### config.mk
export PLATFORM = sky130hd
export DESIGN_NAME = sym_vn_lut_loader
export DESIGN_NICKNAME = d
export VERILOG_FILES = /design/src/rtl/sym_vn_pkg.sv /design/src/rtl/sym_vn_page_counter.sv /design/src/rtl/sym_vn_lut_loader.sv
export SDC_FILE = /design/constraint.sdc
export NUM_CORES = 1
export LEC_CHECK = 0
export ABC_AREA = 0
export BUFFER_PORTS_ARGS = -buffer_cell sky130_fd_sc_hd__clkbuf_2
export CAP_MARGIN = 20
export CORE_UTILIZATION = 40
export DETAILED_ROUTE_END_ITERATION = 8
export HOLD_SLACK_MARGIN = 0.02
export PLACE_DENSITY = 0.69
export SLEW_MARGIN = 20
export SYNTH_ARGS = -nofsm -noshare
export SYNTH_HDL_FRONTEND = slang
export SYNTH_SLANG_ARGS = --single-unit
### constraint.sdc
create_clock -name write_clk -period 1.4 [get_ports write_clk]
set_clock_uncertainty 0.2 [all_clocks]
set_input_delay 0.14 -clock write_clk [delete_from_list [all_inputs] [get_ports write_clk]]
set_output_delay 0.14 -clock write_clk [all_outputs]
set_load 0.01 [all_outputs]
### src/rtl/sym_vn_pkg.sv
`default_nettype none
// ============================================================================
// Module   : sym_vn_pkg
// Brief    : Shared loader FSM encoding and LUT page geometry helpers.
// Revision : 1.0 - initial release
// ============================================================================
package sym_vn_pkg;

    localparam logic [2:0] c_ST_IDLE  = 3'd0;
    localparam logic [2:0] c_ST_FILL0 = 3'd1;
    localparam logic [2:0] c_ST_FILL1 = 3'd2;
    localparam logic [2:0] c_ST_CHECK = 3'd3;
    localparam logic [2:0] c_ST_DONE  = 3'd4;

    typedef enum logic [2:0] {
        ST_IDLE  = c_ST_IDLE,
        ST_FILL0 = c_ST_FILL0,
        ST_FILL1 = c_ST_FILL1,
        ST_CHECK = c_ST_CHECK,
        ST_DONE  = c_ST_DONE
    } loader_state_t;

    // Page address width: entry address minus the frame-half select bits.
    function automatic int calc_pw(input int entry_addr, input int multi_frame_num);
        return entry_addr - $clog2(multi_frame_num);
    endfunction

    function automatic int calc_page_num(input int pw);
        return 1 << pw;
    endfunction

endpackage
`default_nettype wire

### src/rtl/sym_vn_page_counter.sv
`default_nettype none
// ============================================================================
// Module   : sym_vn_page_counter
// Brief    : PW-bit page counter with clear, increment and last-page flag.
// Revision : 1.0 - initial release
// ============================================================================
module sym_vn_page_counter
    import sym_vn_pkg::*;
#(
    parameter int PW = 4
) (
    input  logic          clk,
    input  logic          rstn,
    input  logic          i_clr,
    input  logic          i_inc,
    output logic [PW-1:0] o_count,
    output logic          o_last
);

    localparam logic [PW-1:0] c_LAST = PW'(calc_page_num(PW) - 1);

    logic [PW-1:0] r_count;

    // Natural PW-bit wrap returns the counter to 0 after the last page.
    always_ff @(posedge clk) begin
        if (!rstn) begin
            r_count <= '0;
        end else if (i_clr) begin
            r_count <= '0;
        end else if (i_inc) begin
            r_count <= r_count + 1'b1;
        end
    end

    assign o_count = r_count;
    assign o_last  = (r_count == c_LAST);

endmodule
`default_nettype wire

### src/rtl/sym_vn_lut_loader.sv
`default_nettype none
// ============================================================================
// Module   : sym_vn_lut_loader
// Brief    : Pairs a stream of LUT entries into bank0/bank1 page writes for
//            one frame half of the symmetric VN LUT.
// Options  : SYM_VN_LOADER_CHKSUM_EN - trailing XOR checksum beat + load_err.
// Revision : 1.0 - initial release
// ============================================================================
module sym_vn_lut_loader
    import sym_vn_pkg::*;
#(
    parameter int QUAN_SIZE       = 3,
    parameter int LUT_PORT_SIZE   = 3,
    parameter int ENTRY_ADDR      = 5,
    parameter int MULTI_FRAME_NUM = 2,
    localparam int PW             = calc_pw(ENTRY_ADDR, MULTI_FRAME_NUM)
) (
    input  logic                     write_clk,
    input  logic                     rstn,
    input  logic                     load_start,
    input  logic                     load_offset,
    input  logic [LUT_PORT_SIZE-1:0] entry_in,
    input  logic                     entry_valid,
    output logic                     entry_ready,
    output logic                     load_busy,
    output logic                     load_done,
    output logic                     load_err,
    output logic [LUT_PORT_SIZE-1:0] lut_in_bank0,
    output logic [LUT_PORT_SIZE-1:0] lut_in_bank1,
    output logic [PW-1:0]            page_write_addr,
    output logic                     write_addr_offset,
    output logic                     we
);

    if (QUAN_SIZE > LUT_PORT_SIZE) begin : g_cfg_check
        $error("sym_vn_lut_loader: QUAN_SIZE wider than LUT_PORT_SIZE");
    end

`ifdef SYM_VN_LOADER_CHKSUM_EN
    localparam loader_state_t c_AFTER_LAST = ST_CHECK;
`else
    localparam loader_state_t c_AFTER_LAST = ST_DONE;
`endif

    loader_state_t            r_state;
    loader_state_t            w_next_state;
    logic                     w_ready;
    logic                     w_hs;
    logic                     w_start_acc;
    logic                     w_wr;
    logic                     w_last;
    logic [PW-1:0]            w_count;

    logic [LUT_PORT_SIZE-1:0] r_hold;
    logic [LUT_PORT_SIZE-1:0] r_bank0;
    logic [LUT_PORT_SIZE-1:0] r_bank1;
    logic [PW-1:0]            r_page;
    logic                     r_offset;
    logic                     r_we;
    logic                     r_busy;
    logic                     r_done;

    assign w_hs        = entry_valid & w_ready;
    assign w_start_acc = (r_state == ST_IDLE) & load_start;
    assign w_wr        = (r_state == ST_FILL1) & w_hs;

    sym_vn_page_counter #(
        .PW      (PW)
    ) u_page_counter (
        .clk     (write_clk),
        .rstn    (rstn),
        .i_clr   (w_start_acc),
        .i_inc   (w_wr),
        .o_count (w_count),
        .o_last  (w_last)
    );

    always_ff @(posedge write_clk) begin
        if (!rstn) begin
            r_state <= ST_IDLE;
        end else begin
            r_state <= w_next_state;
        end
    end

    always_comb begin
        w_next_state = r_state;
        w_ready      = 1'b0;
        case (r_state)
            ST_IDLE: begin
                if (load_start) begin
                    w_next_state = ST_FILL0;
                end
            end
            ST_FILL0: begin
                w_ready = 1'b1;
                if (entry_valid) begin
                    w_next_state = ST_FILL1;
                end
            end
            ST_FILL1: begin
                w_ready = 1'b1;
                if (entry_valid) begin
                    w_next_state = w_last ? c_AFTER_LAST : ST_FILL0;
                end
            end
`ifdef SYM_VN_LOADER_CHKSUM_EN
            ST_CHECK: begin
                w_ready = 1'b1;
                if (entry_valid) begin
                    w_next_state = ST_DONE;
                end
            end
`endif
            ST_DONE: begin
                w_next_state = ST_IDLE;
            end
            default: begin
                w_next_state = ST_IDLE;
            end
        endcase
    end

    // Write-port outputs only move on a FILL1 handshake, so data and address
    // are stable for the single cycle we is asserted.
    always_ff @(posedge write_clk) begin
        if (!rstn) begin
            r_hold   <= '0;
            r_bank0  <= '0;
            r_bank1  <= '0;
            r_page   <= '0;
            r_offset <= 1'b0;
            r_we     <= 1'b0;
            r_busy   <= 1'b0;
            r_done   <= 1'b0;
        end else begin
            r_we   <= w_wr;
            r_done <= (r_state == ST_DONE);
            if (w_start_acc) begin
                r_offset <= load_offset;
                r_busy   <= 1'b1;
            end else if (r_state == ST_DONE) begin
                r_busy   <= 1'b0;
            end
            if ((r_state == ST_FILL0) && w_hs) begin
                r_hold <= entry_in;
            end
            if (w_wr) begin
                r_bank0 <= r_hold;
                r_bank1 <= entry_in;
                r_page  <= w_count;
            end
        end
    end

`ifdef SYM_VN_LOADER_CHKSUM_EN
    logic [LUT_PORT_SIZE-1:0] r_xor;
    logic                     r_err;

    always_ff @(posedge write_clk) begin
        if (!rstn) begin
            r_xor <= '0;
            r_err <= 1'b0;
        end else if (w_start_acc) begin
            r_xor <= '0;
            r_err <= 1'b0;
        end else if (((r_state == ST_FILL0) || (r_state == ST_FILL1)) && w_hs) begin
            r_xor <= r_xor ^ entry_in;
        end else if ((r_state == ST_CHECK) && w_hs) begin
            r_err <= (entry_in != r_xor);
        end
    end

    assign load_err = r_err;
`else
    assign load_err = 1'b0;
`endif

    assign entry_ready       = w_ready;
    assign load_busy         = r_busy;
    assign load_done         = r_done;
    assign lut_in_bank0      = r_bank0;
    assign lut_in_bank1      = r_bank1;
    assign page_write_addr   = r_page;
    assign write_addr_offset = r_offset;
    assign we                = r_we;

endmodule
`default_nettype wire

==> results.json <==
{
  "fp.dieH_um": 51.37,
  "slowest_stage": "dfxtp_4",
  "drc": 0,
  "cts_tree": "built",
  "seq_area_frac_synth_pct": 49.29,
  "clock_latency_ps": 310,
  "dp_hpwl_um": 1401,
  "fin_crit_ps": 1441,
  "synth_seq_cells": 24,
  "synth.net_count": 119,
  "grt_overflow": 0,
  "ys_types": 29,
  "rsz0062_at_grt": "true",
  "routedWlPerCell_um": 11.39,
  "cts_buffer_depth": 2,
  "start_util_pct": 43.23,
  "grt_pass1_wl_um": 3470,
  "cts_root_buf": "clkbuf_4",
  "r2r_start": "r_state[0]$_SDFFE_PN0P_",
  "slew_viol_final": 0,
  "fillers": 219,
  "r2r_end": "u_page_counter.o_count[3]$_SDFFE_PP0P_",
  "postLayoutCellArea_um2": 1316,
  "status": "complete, but fails checks",
  "cts_setup_buffers": 0,
  "grt_util_all_layers_pct": 17.41,
  "firstDrtPassIters": 3,
  "gp_congestion": 0.9057,
  "dpl_cell_area_um2": 1151,
  "holdCritStartpoint": "entry_valid",
  "ant_nets": 0,
  "worst_setup_path_end_kind": "output pin",
  "clock-sinks": 24,
  "pre_cts_ws_ps": -99.98,
  "finalHoldViolCount": 0,
  "arrival_ps": 1100,
  "report.power.total_mw": 1.370,
  "h-tree-depth": 1,
  "path_buf_inv": 1,
  "final_layout_size_suffix_gt1_share_pct": 32.19,
  "power.leakage_nw": 0.5347,
  "fmax_mhz": 694.2,
  "antenna_found_initial": 0,
  "cpPeakStageDelay_ps": 400,
  "die_w_um": 51.37,
  "avgViaCountPerCell": 4.943,
  "synth_edf_count": 0,
  "setup_violations": 2,
  "dieArea_um2": 2638,
  "ys_async_sr_fraction_pct": 0,
  "start_kind": "register",
  "reg2reg_depth": 3,
  "cp_cell_sequence": "xnor2_2 > nor2_1 > buf_2",
  "cts-buffers-inserted": 3,
  "vias": 860,
  "holdWs_ps": 11.15,
  "crit_fanout": 7,
  "ys.flop_type": "dfxtp_1",
  "portBuffers": 22,
  "worstHoldEndpoint": "r_state[0]$_SDFFE_PN0P_",
  "netlist_instances": 110,
  "fin_crit_sh_pct": 102.9,
  "avgSynthCellArea_um2": 8.861,
  "rows": 17,
  "core_um2": 2255,
  "r2r_slack_ps": -30,
  "ir_worst_vdd_mv": 0.6305,
  "n_antenna_cell": 0,
  "syn_area_um2": 974.7,
  "yosys.area.top_type": "dfxtp_1",
  "crit_type": "reg2out",
  "fin_nets": 156,
  "grt_max_degree": 15,
  "synth.top_cell.area_share_pct": 49.29,
  "wl_um": 1981,
  "syn_to_final_growth_pct": 35.04,
  "p_per_area_nw_per_um2": 1041,
  "ys_top_cells_by_count": "24 x dfxtp_1, 24 x nand2_1, 15 x a21oi_1",
  "cap_viol_max_count": 0,
  "worstHoldPathType": "in2reg",
  "synth_area_leaders": "dfxtp_1 49%, nand2_1 9.2%, a21oi_1 7.7%, mux2i_1 4.1%, nor2_1 3.5%",
  "worstPathRequired_ps": 1060,
  "yosysWarningCount": 0,
  "hold_depth": 3,
  "cpLargestDelayFamily": "flip-flops",
  "io_pins": 24,
  "violations": "negative setup slack",
  "grt_pass1_vias": 768,
  "path_clk_slew_ps": 140,
  "drtIter0Drc": 6,
  "setup_slack_ps": -40.52
}
[cell type report]
cell class | count | area (µm²) | area share (%)
clock buffers | 3 | 22.52 | 1.711
clock inverters | 1 | 30.03 | 2.281
inverters | 2 | 11.26 | 0.8555
multi-input cells | 77 | 466.7 | 35.46
flip-flops and latches | 24 | 491.7 | 37.36
well taps | 28 | 35.03 | 2.662
repair buffers | 39 | 259.0 | 19.68
[metrics by stage]
| stage | utilization, % | TNS, ps | std cells |
|---|---|---|---|
| 2_1_floorplan | - | 0 | 110 |
| 3_5_place_dp | 51.05 | -979.5 | 163 |
| 5_1_grt | 58.38 | -358.6 | 174 |
| 4_1_cts | 57.49 | -37.16 | 174 |
| 3_3_place_gp | 51.05 | -140.9 | 163 |
| 6_report | 58.38 | -68.48 | 174 |
[worst max-delay path by stage]
stage,start,to,slack (ps),depth (start not counted)
floorplan,r_state[0]$_SDFFE_PN0P_,r_state[0]$_SDFFE_PN0P_,30,4
detailed placement,r_state[1]$_SDFFE_PN0P_,u_page_counter.o_count[0]$_SDFFE_PP0P_,-100,4
CTS,r_state[1]$_SDFFE_PN0P_,entry_ready,-30,3
global route,r_state[1]$_SDFFE_PN0P_,entry_ready,-100,3
finish,r_state[1]$_SDFFE_PN0P_,entry_ready,-40,3
global placement,r_state[1]$_SDFFE_PN0P_,u_page_counter.o_count[0]$_SDFFE_PP0P_,-40,4
[routing by layer]
layer  global-route usage (%)  up-vias  share of wire (%)
met4                    6.757        0                2.3
met1                    21.92      392                 46
li1                         -      445                  -
met3                    3.869        6                3.0
met5                        0        -                  0
met2                    28.57       17                 49
[cell usage in the layout (no fill, tap or decap)]
cell | synthesis | final
nand2_1 | 24 | 24
clkbuf_2 | 0 | 21
dfxtp_1 | 24 | 21
a21oi_1 | 15 | 15
nor2_1 | 9 | 9
buf_4 | 2 | 9
dlygate4sd3_1 | 0 | 7
mux2i_1 | 4 | 4
or3_1 | 3 | 3
clkbuf_4 | 0 | 3
dfxtp_4 | 0 | 3
a211oi_1 | 2 | 2
o21ai_0 | 2 | 2
and4bb_2 | 0 | 2
xnor2_2 | 0 | 1
clkinvlp_4 | 0 | 1
nor4b_4 | 0 | 1
nand4bb_2 | 1 | 1
and3_1 | 1 | 1
nand3_1 | 1 | 1
nand2b_4 | 0 | 1
inv_1 | 1 | 1
xnor2_1 | 2 | 1
nand2b_1 | 2 | 1
nand4_1 | 1 | 1
a221oi_2 | 1 | 1
nor2b_1 | 1 | 1
nor3b_1 | 1 | 1
nor3_1 | 1 | 1
nor4_1 | 1 | 1
ha_1 | 1 | 1
conb_1 | 1 | 1
bufinv_16 | 0 | 1
buf_2 | 2 | 1
buf_6 | 1 | 1
[state kept, by name (all words and copies together) (netlist names)]
name                    flops
r_hold                      3
lut_in_bank1                3
page_write_addr             4
we                          1
lut_in_bank0                3
r_state                     3
write_addr_offset           1
load_done                   1
u_page_counter.o_count      4
load_busy                   1
[worst min-delay path: stages]
cell,delay [ps]
clkbuf_2,150
or3_1,150
a221oi_2,50
[cell families after synthesis]
family / count (synthesis) / share of synthesized area (%)
AO/OA/AOI/OAI: 20 / 11.81
multiplexers: 4 / 4.108
other: 1 / 0.3847
adder cells (fa/ha/maj): 1 / 1.283
flip-flops: 24 / 49.29
XOR/XNOR: 2 / 1.798
buffers and inverters: 9 / 5.262
AND/OR/NAND/NOR: 49 / 26.06
[what timing repair did]
action                                  in CTS  in global routing
cloned                                       0                  0
pin swaps                                    0                  2
hold endpoints to repair                    18                  0
endpoints found under the setup margin      17                 20
resized for setup                            7                  7
hold buffers                                 7                  0
[power breakdown]
group	total (mW)	leakage [nW]	internal, mW	switching, mW
Sequential	0.712	0.196	0.697	0.0147
Combinational	0.166	0.310	0.0861	0.0800
Clock	0.493	0.0279	0.289	0.204
(Power assumes the default switching activity.)
